## config.mk

```make
export PLATFORM = sky130hd
export DESIGN_NAME = rc4_search_scheduler
export DESIGN_NICKNAME = d
export VERILOG_FILES = /design/src/rtl/rc4_search_scheduler.sv
export SDC_FILE = /design/constraint.sdc
export NUM_CORES = 1
export LEC_CHECK = 0
export CAP_MARGIN = 20
export CORE_AREA = 2 2 85 71
export DETAILED_ROUTE_END_ITERATION = 10
export DIE_AREA = 0 0 87 73
export PLACE_DENSITY = 0.79
export SETUP_SLACK_MARGIN = 0.2
export SYNTH_ARGS = -nofsm -noshare
export SYNTH_HDL_FRONTEND = slang
export SYNTH_SLANG_ARGS = --single-unit
```

## constraint.sdc

```tcl
create_clock -name clk -period 2.66 [get_ports clk]
set_input_delay 0.399 -clock clk [delete_from_list [all_inputs] [get_ports clk]]
set_output_delay 0.399 -clock clk [all_outputs]
set_load 0.03 [all_outputs]
```

## src/rtl/rc4_search_scheduler.sv

```systemverilog
// rc4_search_scheduler
// Top-level sequencer for the RC4 key-search datapath. Runs the three phase
// engines (S init, key-scheduling shuffle, decrypt/validate) in order through
// one-cycle start/done handshakes, owns the candidate-key counter and steers
// the single-port S memory to whichever engine currently owns it.
//
// Optional build feature: define RC4_SCHED_WATCHDOG_EN to add a per-phase
// timeout (WDOG_CYCLES) that parks the search in ERROR when an engine never
// reports done. Without it, WAIT states wait indefinitely and error stays 0.
//
// Ports:
//   clk, reset_n                  clock, asynchronous active-low reset
//   start, abort                  one-cycle control pulses
//   init/ksa/dec_start            one-cycle engine start pulses (out)
//   init/ksa/dec_done, dec_fail   engine completion pulses, decrypt verdict
//   init/ksa/dec_addr/data/wren   per-engine S-memory requests
//   s_addr, s_data, s_wren        S-memory port, muxed by phase
//   secret_key                    current candidate key
//   busy                          search in progress
//   found, exhausted, error       sticky terminal status
module rc4_search_scheduler #(
  parameter int unsigned          KEY_WIDTH   = 24,
  parameter logic [KEY_WIDTH-1:0] KEY_MAX     = 24'h3FFFFF,
  parameter int unsigned          WDOG_CYCLES = 4096
) (
  input  logic                 clk,
  input  logic                 reset_n,
  input  logic                 start,
  input  logic                 abort,
  output logic                 init_start,
  output logic                 ksa_start,
  output logic                 dec_start,
  input  logic                 init_done,
  input  logic                 ksa_done,
  input  logic                 dec_done,
  input  logic                 dec_fail,
  input  logic [7:0]           init_addr,
  input  logic [7:0]           ksa_addr,
  input  logic [7:0]           dec_addr,
  input  logic [7:0]           init_data,
  input  logic [7:0]           ksa_data,
  input  logic [7:0]           dec_data,
  input  logic                 init_wren,
  input  logic                 ksa_wren,
  input  logic                 dec_wren,
  output logic [7:0]           s_addr,
  output logic [7:0]           s_data,
  output logic                 s_wren,
  output logic [KEY_WIDTH-1:0] secret_key,
  output logic                 busy,
  output logic                 found,
  output logic                 exhausted,
  output logic                 error
);

  typedef enum logic [3:0] {
    IDLE, INIT_GO, INIT_WAIT, KSA_GO, KSA_WAIT, DEC_GO, DEC_WAIT,
    NEXT_KEY, FOUND, EXHAUSTED, ERROR
  } state_e;

  state_e               state_q, state_d;
  logic [KEY_WIDTH-1:0] key_q, key_d;
  logic                 found_q, found_d;
  logic                 exhausted_q, exhausted_d;
  logic                 error_q, error_d;
  logic                 idle_like;
  logic                 wdog_expired;

`ifdef RC4_SCHED_WATCHDOG_EN
  logic [15:0] wdog_q, wdog_d;

  // Counter is 0 in the first WAIT cycle, so expiry lands on the edge where
  // it would reach WDOG_CYCLES.
  assign wdog_expired = (wdog_q == 16'(WDOG_CYCLES - 1));

  always_comb begin
    wdog_d = '0;
    if (state_q inside {INIT_WAIT, KSA_WAIT, DEC_WAIT}) wdog_d = wdog_q + 16'd1;
  end

  always_ff @(posedge clk or negedge reset_n) begin
    if (!reset_n) wdog_q <= '0;
    else          wdog_q <= wdog_d;
  end
`else
  // No watchdog: the timeout can never fire.
  assign wdog_expired = 1'b0 & (WDOG_CYCLES == 0);
`endif

  // Non-busy states are the only ones that accept start.
  assign idle_like = (state_q inside {IDLE, FOUND, EXHAUSTED, ERROR});

  // NOTE: every signal driven here gets a default first so no path through
  // the case statement can leave it unassigned and infer a latch.
  always_comb begin
    state_d     = state_q;
    key_d       = key_q;
    found_d     = found_q;
    exhausted_d = exhausted_q;
    error_d     = error_q;

    if (idle_like) begin
      if (start) begin
        key_d       = '0;
        found_d     = 1'b0;
        exhausted_d = 1'b0;
        error_d     = 1'b0;
        state_d     = INIT_GO;
      end
    end else if (abort) begin
      // Abort beats any done pulse arriving in the same cycle.
      state_d = IDLE;
    end else begin
      unique case (state_q)
        INIT_GO: state_d = INIT_WAIT;
        INIT_WAIT: begin
          if (init_done)         state_d = KSA_GO;
          else if (wdog_expired) begin state_d = ERROR; error_d = 1'b1; end
        end
        KSA_GO: state_d = KSA_WAIT;
        KSA_WAIT: begin
          if (ksa_done)          state_d = DEC_GO;
          else if (wdog_expired) begin state_d = ERROR; error_d = 1'b1; end
        end
        DEC_GO: state_d = DEC_WAIT;
        DEC_WAIT: begin
          if (dec_done) begin
            if (dec_fail) state_d = NEXT_KEY;
            else begin state_d = FOUND; found_d = 1'b1; end
          end else if (wdog_expired) begin
            state_d = ERROR;
            error_d = 1'b1;
          end
        end
        NEXT_KEY: begin
          // KEY_MAX stops the search before the counter could wrap.
          if (key_q == KEY_MAX) begin
            state_d     = EXHAUSTED;
            exhausted_d = 1'b1;
          end else begin
            key_d   = key_q + 1'b1;
            state_d = INIT_GO;
          end
        end
        default: state_d = IDLE;
      endcase
    end
  end

  // NOTE: sequential state uses non-blocking assignments so every flop
  // samples pre-edge values regardless of statement order.
  always_ff @(posedge clk or negedge reset_n) begin
    if (!reset_n) begin
      state_q     <= IDLE;
      key_q       <= '0;
      found_q     <= 1'b0;
      exhausted_q <= 1'b0;
      error_q     <= 1'b0;
    end else begin
      state_q     <= state_d;
      key_q       <= key_d;
      found_q     <= found_d;
      exhausted_q <= exhausted_d;
      error_q     <= error_d;
    end
  end

  // S-memory ownership follows the phase; the mux adds no register stage.
  always_comb begin
    s_addr = 8'h00;
    s_data = 8'h00;
    s_wren = 1'b0;
    unique case (state_q)
      INIT_GO, INIT_WAIT: begin s_addr = init_addr; s_data = init_data; s_wren = init_wren; end
      KSA_GO,  KSA_WAIT:  begin s_addr = ksa_addr;  s_data = ksa_data;  s_wren = ksa_wren;  end
      DEC_GO,  DEC_WAIT:  begin s_addr = dec_addr;  s_data = dec_data;  s_wren = dec_wren;  end
      default: ;
    endcase
  end

  assign init_start = (state_q == INIT_GO);
  assign ksa_start  = (state_q == KSA_GO);
  assign dec_start  = (state_q == DEC_GO);
  assign busy       = !idle_like;
  assign secret_key = key_q;
  assign found      = found_q;
  assign exhausted  = exhausted_q;
  assign error      = error_q;

endmodule

```

==> impl_metrics.tcl <==
set metrics [dict create \
    drtIter0Drc 290 \
    rr_startpoint "secret_key[0]" \
    fin_crit_sh_pct 90.2 \
    num_io_pins 107 \
    synth_cell_types 56 \
    wire_per_inst_um 16.3 \
    gr-total-overflow 0 \
    routed_wl_mm 7.09 \
    worstSkewPairLatency_ns 0.29 \
    diodes 0 \
    synth_async_sr_flop_share_pct 100 \
    cp_data_arrival_time_ns 2.00 \
    setup_tns_ns 0 \
    synth_edf_count 0 \
    synth_top_cell_by_area "dfrtp_1" \
    clk_pin_slew_ns 0.07 \
    row_count 25 \
    core_area_sq_um 5600 \
    path_max_fanout 6 \
    status "finished clean" \
    globalRouteTotalUtil_pct 22.1 \
    setup-violations-final 0 \
    relSlewSlack_pct 48.3 \
    nets 428 \
    max-cap-violations 0 \
    vias 2438 \
    synth_fp_nets 315 \
    synth_top_cell_area_share_pct 34.5 \
    syn_area_per_cell_sq_um 8.53 \
    area_delta_synth_final_pct 58.2 \
    clock_path_buffers 2 \
    cp-end-kind "output port" \
    final_cells 436 \
    startpoint_type "flop" \
    synth.top_cells.by_area "dfrtp_1 35%, a222oi_1 7.8%, nand2_1 4.5%, mux2i_1 4.1%, inv_1 3.5%" \
    clock.fmax_mhz 417 \
    fillers 479 \
    ir_drop_v 0.000418 \
    dp_cells 421 \
    fin_crit_ns 2.40 \
    fp.dieW_um 87 \
    grt_max_degree 31 \
    layout_commonest_cell "clkdlybuf4s50_1" \
    ant_nets 0 \
    p_leak_uw 0.00152 \
    yosysSeqAreaShare_pct 34.5 \
    hold_path_class "primary input to async pin" \
    yosysWarnings 0 \
    grt_pass1_wl_mm 11.1 \
    ctsHoldBuffers 0 \
    reg2reg_depth 6 \
    numPortBuffers 105 \
    utilization_pct 61.4 \
    dp_hpwl_mm 5.19 \
    clock-sinks 30 \
    layout_setup_ws_ns 0.261 \
    drive_gt1_share_pct 16.0 \
    hold_viol_final 0 \
    synth_seq_cells 30 \
    skew_ns 0.00733 \
    dp_slack_ns 0.0582 \
    rsz0062_at_grt "true" \
    root_buffer "clkbuf_8" \
    grt_pass1_vias 2247 \
    cts_tree "done" \
    drc_errors 0 \
    slew_viol_final 0 \
    ys_dominant_reg_cell "dfrtp_1" \
    required_ns 2.26 \
    die_h_um 73 \
    critPathKind "flop to output port" \
    cts_buffers 5 \
    antenna_found_initial 0 \
    htreeDepth 2 \
    viasPerCell 5.59 \
    gp_congestion 0.870 \
    start_util_pct 38.8 \
    tightestPinTransition_ns 0.756 \
    postSynthCellCount 255 \
    die_area_sq_um 6350 \
    r2r_slack_ns 0.55 \
    p_per_area_nw_per_um2 705 \
    dr.pass1.iters 6 \
    r2r-end "secret_key[13]" \
    syn_area_sq_um 2170 \
    final_cell_mix "87 x clkdlybuf4s50_1, 30 x buf_4, 28 x dfrtp_1, 26 x nand2_1, 20 x inv_1" \
]
## worst max-delay path, cell delays in order (launching register included)
cell and delay, ns:
dfrtp_2 0.44, buf_4 0.17, or3b_4 0.40, a21oi_4 0.20, buf_4 0.18, a222oi_1 0.09, inv_1 0.09, buf_4 0.15
## metal layers
metal	track usage, %	vias up	part of all wire [%]
li1	-	1182	-
met1	31.8	1146	48
met2	33.4	95	46
met3	4.52	15	4.8
met4	6.60	0	1.8
met5	0	-	0
## sequential cells by signal (all words and copies together) (netlist names)
name	count
exhausted	1
state_q	4
secret_key	24
found	1
## through the flow
step	total power, uW	hold slack (ns)	instance area, sq um
2_1_floorplan	1390	0.103	2170
3_3_place_gp	1880	0.491	3260
6_report	2430	0.496	3440
4_1_cts	2350	0.510	3380
3_5_place_dp	1900	0.491	3260
5_1_grt	2550	0.544	3440
## final cells by class
class	instances	area (sq um)	area share, %
Clock buffer	7	86.3	2.51
Tap cell	67	83.8	2.44
Multi-Input combinational cell	191	1310	37.9
Sequential cell	30	753	21.9
Clock inverter	1	5.00	0.146
Inverter	20	75.1	2.18
Timing Repair Buffer	120	1130	32.9
## worst max-delay path by stage
stage / start / to / slack [ns] / depth (start not counted)
after floorplan: state_q[1] / s_addr[2] / 0.51 / 7
after global placement: abort / secret_key[11] / 0.20 / 6
after detailed placement: state_q[0] / s_addr[1] / 0.06 / 6
after CTS: state_q[0] / s_addr[1] / 0.21 / 7
after global routing: state_q[0] / s_data[4] / 0.19 / 7
final: state_q[0] / s_data[4] / 0.26 / 7
## synthesized netlist by cell type (2+ instances only)
master    number
o211ai_1       2
xor2_1         5
inv_1         20
clkbuf_1       5
dfrtp_1       30
and2_1         4
xnor2_1        3
buf_4          2
buf_2          7
and3_1         5
a222oi_1      17
nand2_1       26
nor2_2         2
nand3_1       12
nand4_1       11
o31ai_1        2
a21oi_1       10
nor2_1        15
or3_1          6
nand3b_1       2
nand2b_1       9
mux2i_1        9
nor4_1         3
o21ai_0        5
or4_1          3
o21ai_1        6
nor3_1         5
## kinds of logic after synthesis
group / after synthesis / share of synthesized area (%)
AOI/OAI and AO/OA: 55 / 19.8
xor gates and xnor gates: 8 / 3.22
adders and majority gates: 1 / 0.575
buffers and inverters: 34 / 6.62
DFF: 30 / 34.5
muxes: 10 / 4.66
other: 1 / 0.172
and+or+nand+nor: 116 / 30.4
## timing repair
action                                  CTS  global route
gates cloned                              0             2
setup buffers                             2             3
resized for setup                         6             8
endpoints found under the setup margin   17            17
pin swaps                                 1             1
## where the power goes
part           leakage (uW)  switching, uW  internal [uW]
sequential         0.000414           30.7            476
clock             0.0000482            173            208
combinational       0.00106            901            637
(Power assumes the default switching activity.)
